[src/rtl/lfsr_prog_if.sv]
// -----------------------------------------------------------------------------
// lfsr_prog_if
// Control/status bundle of the programmable LFSR.
//   master : drives enable, load, data_in, taps_in, mode_xnor;
//            observes data_out, busy, done, period, overflow, lockup.
//   slave  : the LFSR itself (mirror image of master).
// -----------------------------------------------------------------------------
interface lfsr_prog_if #(
  parameter int DATA_WIDTH = 8,
  parameter int CNT_WIDTH  = 8
);
  logic                  enable;
  logic                  load;
  logic [DATA_WIDTH-1:0] data_in;
  logic [DATA_WIDTH-1:0] taps_in;
  logic                  mode_xnor;
  logic [DATA_WIDTH-1:0] data_out;
  logic                  busy;
  logic                  done;
  logic [CNT_WIDTH-1:0]  period;
  logic                  overflow;
  logic                  lockup;

  modport master (
    output enable, load, data_in, taps_in, mode_xnor,
    input  data_out, busy, done, period, overflow, lockup
  );

  modport slave (
    input  enable, load, data_in, taps_in, mode_xnor,
    output data_out, busy, done, period, overflow, lockup
  );
endinterface

[src/rtl/lfsr_prog.sv]
// -----------------------------------------------------------------------------
// lfsr_prog
// Runtime-programmable Fibonacci LFSR with period measurement.
//   clk    : rising-edge clock
//   rst_n  : asynchronous active-low reset
//   bus    : lfsr_prog_if.slave
//            enable    - clock enable, all state holds when low
//            load      - load seed/taps/mode (only while enable=1)
//            data_in   - seed,  taps_in - tap mask (bit i = stage i+1)
//            mode_xnor - 1: XNOR feedback, 0: XOR feedback
//            data_out  - current LFSR state
//            busy      - measurement running
//            done      - measurement finished (sticky until load/reset)
//            period    - measured period, valid with done
//            overflow  - counter saturated before the seed recurred
//            lockup    - loaded seed is the lock-up state for the mode
// After a load the LFSR shifts and counts until the post-shift state equals
// the seed again; the count at that point is the sequence period.
// -----------------------------------------------------------------------------
module lfsr_prog #(
  parameter int                    DATA_WIDTH   = 8,
  parameter int                    CNT_WIDTH    = 8,
  parameter logic [DATA_WIDTH-1:0] DEFAULT_TAPS = DATA_WIDTH'(8'hB8)
) (
  input  logic       clk,
  input  logic       rst_n,
  lfsr_prog_if.slave bus
);

  typedef enum logic [1:0] {
    IDLE = 2'd0,
    RUN  = 2'd1,
    DONE = 2'd2,
    LOCK = 2'd3
  } state_t;

  localparam logic [CNT_WIDTH-1:0] CNT_MAX = '1;

  state_t                state_q, state_d;
  logic [DATA_WIDTH-1:0] lfsr_q;
  logic [DATA_WIDTH-1:0] taps_q;
  logic [DATA_WIDTH-1:0] seed_q;
  logic                  mode_q;
  logic [CNT_WIDTH-1:0]  step_cnt_q;
  logic [CNT_WIDTH-1:0]  period_q;
  logic                  done_q;
  logic                  overflow_q;

  logic                  fb;
  logic [DATA_WIDTH-1:0] nxt;
  logic [CNT_WIDTH-1:0]  cnt_inc;
  logic                  seed_hit;
  logic                  cnt_sat;
  logic                  load_lock;
  logic                  busy;
  logic                  lockup;

  // Feedback/compare datapath shared by the FSM and the register block.
  assign fb        = (^(lfsr_q & taps_q)) ^ mode_q;
  assign nxt       = {lfsr_q[DATA_WIDTH-2:0], fb};
  assign cnt_inc   = step_cnt_q + CNT_WIDTH'(1);
  assign seed_hit  = (nxt == seed_q);
  assign cnt_sat   = (cnt_inc == CNT_MAX);
  // Lock-up is judged against the incoming mode, not the registered one.
  assign load_lock = bus.mode_xnor ? (&bus.data_in) : ~(|bus.data_in);

  // ---------------------------------------------------------------------------
  // State register
  // ---------------------------------------------------------------------------
  // NOTE: asynchronous reset: the flop is cleared on the falling edge of
  // rst_n without waiting for clk, so outputs drop immediately mid-run.
  always_ff @(posedge clk or negedge rst_n) begin
    if (!rst_n) begin
      // NOTE: sequential state always uses non-blocking assignment so every
      // flop samples pre-edge values regardless of statement order.
      state_q <= IDLE;
    end else begin
      state_q <= state_d;
    end
  end

  // ---------------------------------------------------------------------------
  // Next-state logic
  // ---------------------------------------------------------------------------
  always_comb begin
    // NOTE: default assignment first so no path leaves state_d unassigned,
    // which would otherwise infer a latch.
    state_d = state_q;
    if (bus.enable) begin
      if (bus.load) begin
        state_d = load_lock ? LOCK : RUN;
      end else begin
        unique case (state_q)
          RUN:     if (seed_hit || cnt_sat) state_d = DONE;
          default: state_d = state_q;
        endcase
      end
    end
  end

  // ---------------------------------------------------------------------------
  // Output decode
  // ---------------------------------------------------------------------------
  always_comb begin
    busy   = 1'b0;
    lockup = 1'b0;
    unique case (state_q)
      RUN:     busy   = 1'b1;
      LOCK:    lockup = 1'b1;
      default: ;
    endcase
  end

  // ---------------------------------------------------------------------------
  // Datapath registers: shift register, configuration, counter, results
  // ---------------------------------------------------------------------------
  always_ff @(posedge clk or negedge rst_n) begin
    if (!rst_n) begin
      lfsr_q     <= '0;
      taps_q     <= DEFAULT_TAPS;
      seed_q     <= '0;
      mode_q     <= 1'b1;
      step_cnt_q <= '0;
      period_q   <= '0;
      done_q     <= 1'b0;
      overflow_q <= 1'b0;
    end else if (bus.enable) begin
      if (bus.load) begin
        // A load always wins, even on the edge that would finish a run.
        lfsr_q     <= bus.data_in;
        seed_q     <= bus.data_in;
        taps_q     <= bus.taps_in;
        mode_q     <= bus.mode_xnor;
        step_cnt_q <= '0;
        period_q   <= '0;
        done_q     <= 1'b0;
        overflow_q <= 1'b0;
      end else begin
        unique case (state_q)
          RUN: begin
            lfsr_q     <= nxt;
            step_cnt_q <= cnt_inc;
            // Seed match has priority, so a match on the saturating count
            // still reports a clean period.
            if (seed_hit) begin
              period_q <= cnt_inc;
              done_q   <= 1'b1;
            end else if (cnt_sat) begin
              period_q   <= CNT_MAX;
              overflow_q <= 1'b1;
              done_q     <= 1'b1;
            end
          end
          LOCK:    ;
          default: lfsr_q <= nxt;
        endcase
      end
    end
  end

  assign bus.data_out = lfsr_q;
  assign bus.busy     = busy;
  assign bus.done     = done_q;
  assign bus.period   = period_q;
  assign bus.overflow = overflow_q;
  assign bus.lockup   = lockup;

endmodule

[src/flat_wrapper.sv]
// flat-port wrapper written by rule: the top's interface ports become plain ports
module lfsr_prog_flat 
#(
  parameter int                    DATA_WIDTH   = 8,
  parameter int                    CNT_WIDTH    = 8,
  parameter logic [DATA_WIDTH-1:0] DEFAULT_TAPS = DATA_WIDTH'(8'hB8)
)
  (clk, rst_n, bus_enable, bus_load, bus_data_in, bus_taps_in, bus_mode_xnor, bus_data_out, bus_busy, bus_done, bus_period, bus_overflow, bus_lockup);
  lfsr_prog_if #(.DATA_WIDTH(DATA_WIDTH), .CNT_WIDTH(CNT_WIDTH)) bus_i ();
  input  logic clk;
  input  logic rst_n;
  input wire logic [$bits(bus_i.enable)-1:0] bus_enable;
  input wire logic [$bits(bus_i.load)-1:0] bus_load;
  input wire logic [$bits(bus_i.data_in)-1:0] bus_data_in;
  input wire logic [$bits(bus_i.taps_in)-1:0] bus_taps_in;
  input wire logic [$bits(bus_i.mode_xnor)-1:0] bus_mode_xnor;
  output wire logic [$bits(bus_i.data_out)-1:0] bus_data_out;
  output wire logic [$bits(bus_i.busy)-1:0] bus_busy;
  output wire logic [$bits(bus_i.done)-1:0] bus_done;
  output wire logic [$bits(bus_i.period)-1:0] bus_period;
  output wire logic [$bits(bus_i.overflow)-1:0] bus_overflow;
  output wire logic [$bits(bus_i.lockup)-1:0] bus_lockup;
  assign bus_i.enable = bus_enable;
  assign bus_i.load = bus_load;
  assign bus_i.data_in = bus_data_in;
  assign bus_i.taps_in = bus_taps_in;
  assign bus_i.mode_xnor = bus_mode_xnor;
  assign bus_data_out = bus_i.data_out;
  assign bus_busy = bus_i.busy;
  assign bus_done = bus_i.done;
  assign bus_period = bus_i.period;
  assign bus_overflow = bus_i.overflow;
  assign bus_lockup = bus_i.lockup;
  lfsr_prog #(.DATA_WIDTH(DATA_WIDTH), .CNT_WIDTH(CNT_WIDTH), .DEFAULT_TAPS(DEFAULT_TAPS)) u_core (.clk(clk), .rst_n(rst_n), .bus(bus_i));
endmodule
[config.mk]
export PLATFORM = sky130hd
export DESIGN_NAME = lfsr_prog_flat
export DESIGN_NICKNAME = d
export VERILOG_FILES = /design/src/rtl/lfsr_prog_if.sv /design/src/rtl/lfsr_prog.sv /design/src/flat_wrapper.sv
export SDC_FILE = /design/constraint.sdc
export NUM_CORES = 1
export LEC_CHECK = 0
export ABC_AREA = 1
export CORE_UTILIZATION = 53
export CTS_CLUSTER_DIAMETER = 50
export DETAILED_ROUTE_END_ITERATION = 7
export GPL_ROUTABILITY_DRIVEN = 0
export PLACE_DENSITY = 0.83
export SKIP_CTS_REPAIR_TIMING = 1
export SYNTH_ARGS = -nofsm -noshare
export SYNTH_HDL_FRONTEND = slang
export SYNTH_SLANG_ARGS = --single-unit
[constraint.sdc]
create_clock -name clk -period 2 [get_ports clk]
set_input_delay 0.4 -clock clk [delete_from_list [all_inputs] [get_ports clk]]
set_output_delay 0.4 -clock clk [all_outputs]
set_load 0.01 [all_outputs]
# Word-level counts from Yosys, hierarchy flattened
# Cells that the tools add are included.
word_totals:
  in_bits: 21
  word_cells: 55
  out_inout_bits: 20
  reg_bits: 45
op_classes:
  reduce_logical: 14
  n_bitwise: 3
  addsub: 1
  mux: 22
  n_eq_ne: 6
ops:
  columns: ["op", "n"]
  rows:
  - ["two-way mux 8 bit", 8]
  - ["two-way mux 1 bit", 10]
  - ["adder 8 x 1 -> 8 bit (second input constant)", 1]
  - ["bitwise AND 8 bit", 1]
  - ["== test 8 bit", 1]
  - ["== test 8 bit (second input constant)", 1]
  - ["two-way mux 2 bit", 4]
  - ["AND reduction 8 bit", 1]
  - ["OR reduction 8 bit", 1]
  - ["XOR reduction 8 bit", 1]
  - ["AND reduction 2 bit", 3]
  - ["AND reduction 3 bit", 2]
  - ["nonzero test 2 bit", 3]
  - ["inequality test 2 bit (second input constant)", 2]
  - ["AND reduction 4 bit", 1]
  - ["nonzero test 3 bit", 1]
  - ["== test 2 x 1 -> 1 bit (second input constant)", 1]
  - ["== test 2 bit (second input constant)", 1]
  - ["logical OR 1 bit", 1]
  - ["NOT 1 bit", 1]
  - ["XOR 1 bit", 1]

# Logic depth before layout (Yosys ltp)
depth:
  ltp_word: 8
  depth_mapped: 14
  mapped_depth_nobuf: 13

# Least setup slack after synthesis
# No wires, ideal clock.
synth_timing:
  path_type: "register to register"
  start: "register u_core.step_cnt_q[0]"
  end: "register u_core.state_q[0]"
  setup_slack_ns: 0.309
  stages_incl_launch_ff: 14
  period_less_slack_ns: 1.691
  t_arrival_ns: 1.562
  n_path_buf: 1
  required_time_ns: 1.870
  setup_time_ns: 0.130
  path_cell_list: "dfrtp_1 -> ha_1 -> nand3_1 -> nor2_1 -> nand2_1 -> nand2_1 -> nand2_1 -> nor2_1 -> nand3_1 -> nand2_1 -> nand2_1 -> buf_2 -> nand3_1 -> nand2_1"
synth_via:
  elab_chain_len: 5
synth_lines:
  columns: ["element", "line_no", "text"]
  rows:
  - ["start: declaration", "lfsr_prog.sv:44", "logic [CNT_WIDTH-1:0] step_cnt_q;"]
  - ["start signal: assignment", "lfsr_prog.sv:142", "step_cnt_q <= cnt_inc;"]
  - ["adder 8 x 1 -> 8 bit", "lfsr_prog.sv:61", "assign cnt_inc = step_cnt_q + CNT_WIDTH'(1);"]
  - ["== test 8 bit", "lfsr_prog.sv:63", "assign cnt_sat = (cnt_inc == CNT_MAX);"]
  - ["logical OR 1 bit", "lfsr_prog.sv:94", "RUN: if (seed_hit || cnt_sat) state_d = DONE;"]
  - ["nonzero test 2 bit (no line)", null, null]
  - ["AND reduction 3 bit (no line)", null, null]
  - ["end signal: assignment", "lfsr_prog.sv:78", "state_q <= state_d;"]
  - ["end: declaration", "lfsr_prog.sv:39", "state_t state_q, state_d;"]
# No other way between the ends.
# A chain may end at the register's enable or synchronous reset.

# Worst setup path after layout
layout_timing:
  start: "register u_core.state_q[0]"
  end: "output port bus_busy"
layout_via:
  elab_chain_len: 2
layout_lines:
  columns: ["element", "line_no", "text"]
  rows:
  - ["== test 2 x 1 -> 1 bit", "lfsr_prog.sv:107", "unique case (state_q)"]
  - ["two-way mux 1 bit", "lfsr_prog.sv:107", null]
  - ["end: declaration", "flat_wrapper.sv:18", "output wire logic [$bits(bus_i.busy)-1:0] bus_busy;"]
# No other way between the ends.

==> metrics.md <==
| Metric | Value |
|---|---|
| Synth warnings | `0` |
| Worst min-delay path class | `input port to async pin` |
| Skew final | `around 0.018 ns` |
| Initial antenna violation count | `0` |
| Area grow syn2layout | `28.5%` |
| Clock latency on the worst-skew pair | `around 0.31 ns` |
| Finished Cell Area | `3190 sq um` |
| Post-Syn Nets | `~360` |
| Avg Inst Size Synth | `7.48 sq um` |
| Psw | `1.04 mW` |
| Nets@finish | `between 400 and 500` |
| Final hold vios | `0` |
| Clk sinks | `45` |
| Clk buf depth | `2` |
| Max FO, Critical Path | `3` |
| # setup viols final | `0` |
| Core box area | `approximately 4400 sq um` |
| First-pass GRT wire length | `10100 microns` |
| FF-to-FF path depth | `13` |
| Commonest non-fill, non-tap cell in the layout | `nand2_1` |
| Final worst path period share | `0.949` |
| ANT cells | `0` |
| Post-synthesis cell area | `2480 sq um` |
| Routed len/inst | `roughly 13 microns` |
| Total CTS buffers | `5` |
| DPL Wire Length | `4210 microns` |
| Worst Setup SP | `u_core.state_q[0]` |
| Fin crit period | `1.90 ns` |
| Cell Int Power | `1.97 mW` |
| Layout cells sized above 1 | `0.132` |
| CP Depth | `3` |
| Kind of critical path | `register to primary output` |
| H-tree depth | `2` |
| Leakage | `approximately 1.6 nW` |
| Largest net degree at the start of global routing | `46` |
| Reg power frac | `0.408` |
| Setup crit start kind | `register` |
| Slew headroom | `0.733` |
| Proportion of synthesized chip area in sequential cells | `0.456` |
| R2R setup slack | `~0.2 ns` |
| Number of max-cap violations | `0` |
| Multi-input logic area | `1220 sq um` |
| ANT nets after route | `0` |
| CP required | `around 1.6 ns` |
| Die ar. | `4960 sq um` |
| Fmax achieved | `between 500 and 600 MHz` |
| Worst R2R End | `u_core.bus.period[4]` |
| Final Max Slew Viols | `0` |
| FP Rows | `24` |
| Slowest-stage cell, CP | `clkdlybuf4s50_1` |
| Worst slack at placement | `around 0.11 ns` |
| Worst vdd ir | `a little over 0.6 mV` |
| Clock power frac | `0.240` |
| Power per cell area | `944 nW/um^2` |
| Port Buffers | `40` |
| Gr usage total | `0.254` |
| Worst Setup EP | `bus_busy` |
| Worst Setup End Kind | `primary output` |
| Fillers | `355` |
| Total I/O pin count | `between 40 and 50` |
| Synth Register Bits | `between 40 and 50` |
| Most frequent cells in the layout | `129 x nand2_1, 44 x nand3_1, 39 x clkdlybuf4s50_1` |
| Worst path top cell family by delay | `buffers and inverters` |
| Total grt overflow | `0` |
| Clock-pin slew on the worst setup and hold paths | `roughly 0.090 ns` |
| Worst Tran Pin Value | `between 0.3 and 0.4 ns` |
| WP data arrival | `~1.5 ns` |
| Smallest setup slack after layout | `around 0.1 ns` |
| DP Area | `between 3000 and 4000 sq um` |
| CTS tree | `yes` |
| Root buffer cell | `clkbuf_8` |
| CP peak stage delay | `between 0.5 and 0.6 ns` |
| Drt pass-1 iters | `4` |
| Buf/Inv on CP | `2` |
| Logic pwr share | `0.352` |
| Status | `complete, no violations` |
| Final Util | `0.723` |
| DRT Wirelength | `around 5700 microns` |
| Cell Chain, Critical Path | `inv_1, nor2_1, clkdlybuf4s50_1` |
| Register area | `~1100 sq um` |
| Via-per-instance ratio | `roughly 5.4` |
| Switching share of power | `0.345` |
| Die W | `around 70 microns` |
| Vias | `around 2400` |
| Gate Count Post-Synth | `between 300 and 400` |
| Die Ht | `70.5 microns` |
| # DRC | `0` |
| 1st-iter DRT viols | `between 150 and 200` |
| Worst flop-to-flop path startpoint | `u_core.taps_q[7]` |
| Vias in the first global route | `2164` |
| Initial core utilization | `0.563` |
| Synth cell types | `29` |
-- logic make-up after synthesis --
logic type | count (synthesis) | synth area share
XOR/XNOR | 10 | 0.0353
buffers and inverters | 40 | 0.0640
adder cells (fa/ha/maj) | 2 | 0.0101
AND/OR/NAND/NOR | 212 | 0.381
flip-flops | 45 | 0.456
AO/OA/AOI/OAI | 23 | 0.0539
-- power groups by stage --
stage | sequential (mW) | combinational, mW | clock [mW]
6_report | 1.23 | 1.06 | 0.723
5_1_grt | 1.25 | 1.17 | 0.764
4_1_cts | 1.22 | 1.05 | 0.728
3_5_place_dp | 1.24 | 1.04 | 0
3_3_place_gp | 1.24 | 1.01 | 0
2_1_floorplan | 1.26 | 0.558 | 0
-- sequential cells by signal, summed over array words and instances (netlist names) --
register / count
u_core.taps_q: 8
u_core.step_cnt_q: 8
u_core.seed_q: 8
u_core.mode_q: 1
u_core.state_q: 2
u_core.bus.period: 8
u_core.bus.done: 1
u_core.bus.data_out: 8
u_core.bus.overflow: 1
-- through the flow --
| step | instances | total power [mW] | setup TNS [ns] | hold slack (ns) |
|---|---|---|---|---|
| 4_1_cts | 438 | 3.00 | 0 | 0.0676 |
| 6_report | 439 | 3.01 | 0 | 0.0640 |
| 2_1_floorplan | 332 | 1.82 | 0 | 0.104 |
| 5_1_grt | 439 | 3.19 | -0.134 | 0.0734 |
| 3_3_place_gp | 430 | 2.25 | 0 | 0.392 |
| 3_5_place_dp | 430 | 2.28 | 0 | 0.397 |
-- cell usage after synthesis, drive strengths merged --
cell type | count | area, sq um
nand2 | 138 | 541
nand3 | 49 | 270
dfrtp | 40 | 1000
inv | 32 | 120
nor2 | 16 | 62.6
o21ai | 8 | 40.0
a31oi | 7 | 43.8
clkbuf | 5 | 18.8
dfstp | 5 | 131
o22ai | 5 | 31.3
xnor2 | 5 | 43.8
xor2 | 5 | 43.8
nand4 | 3 | 18.8
nor4 | 3 | 33.8
a21oi | 2 | 10.0
buf | 2 | 16.3
ha | 2 | 25.0
clkinv | 1 | 3.75
nand3b | 1 | 7.51
nor3 | 1 | 5.00
nor3b | 1 | 7.51
o311ai | 1 | 8.76
-- routing by layer --
metal  GRT usage  up-vias  share of wire
li1            -     1175              -
met1       0.389     1094           0.48
met2       0.369       74           0.45
met4      0.0800        0          0.014
met3      0.0346        9          0.060
met5           0        -              0
-- layout make-up --
class                           count  share of cell area
Inverter                           33              0.0388
Clock buffer                        6              0.0259
Timing Repair Buffer               54               0.165
Multi-Input combinational cell    247               0.383
Clock inverter                      2              0.0118
Tap cell                           52              0.0204
Sequential cell                    45               0.356
-- worst reg2reg max path: cells and delay by family, from the launching register on --
family	cells	cell delay (ns)
buffers and inverters	1	0.09
AND/OR/NAND/NOR	12	1.08
flip-flops	1	0.55
-- how the worst min path moves through the flow --
| stage | from | endpoint | slack [ns] | cells past startpoint |
|---|---|---|---|---|
| floorplan | rst_n | u_core.bus.data_out[0] | 0.10 | 0 |
| global placement | rst_n | u_core.seed_q[5] | 0.39 | 2 |
| detailed placement | rst_n | u_core.seed_q[5] | 0.40 | 2 |
| CTS | rst_n | u_core.bus.period[4] | 0.07 | 2 |
| global route | rst_n | u_core.bus.period[4] | 0.07 | 2 |
| finish | rst_n | u_core.bus.data_out[1] | 0.06 | 2 |
(Power assumes the default switching activity.)
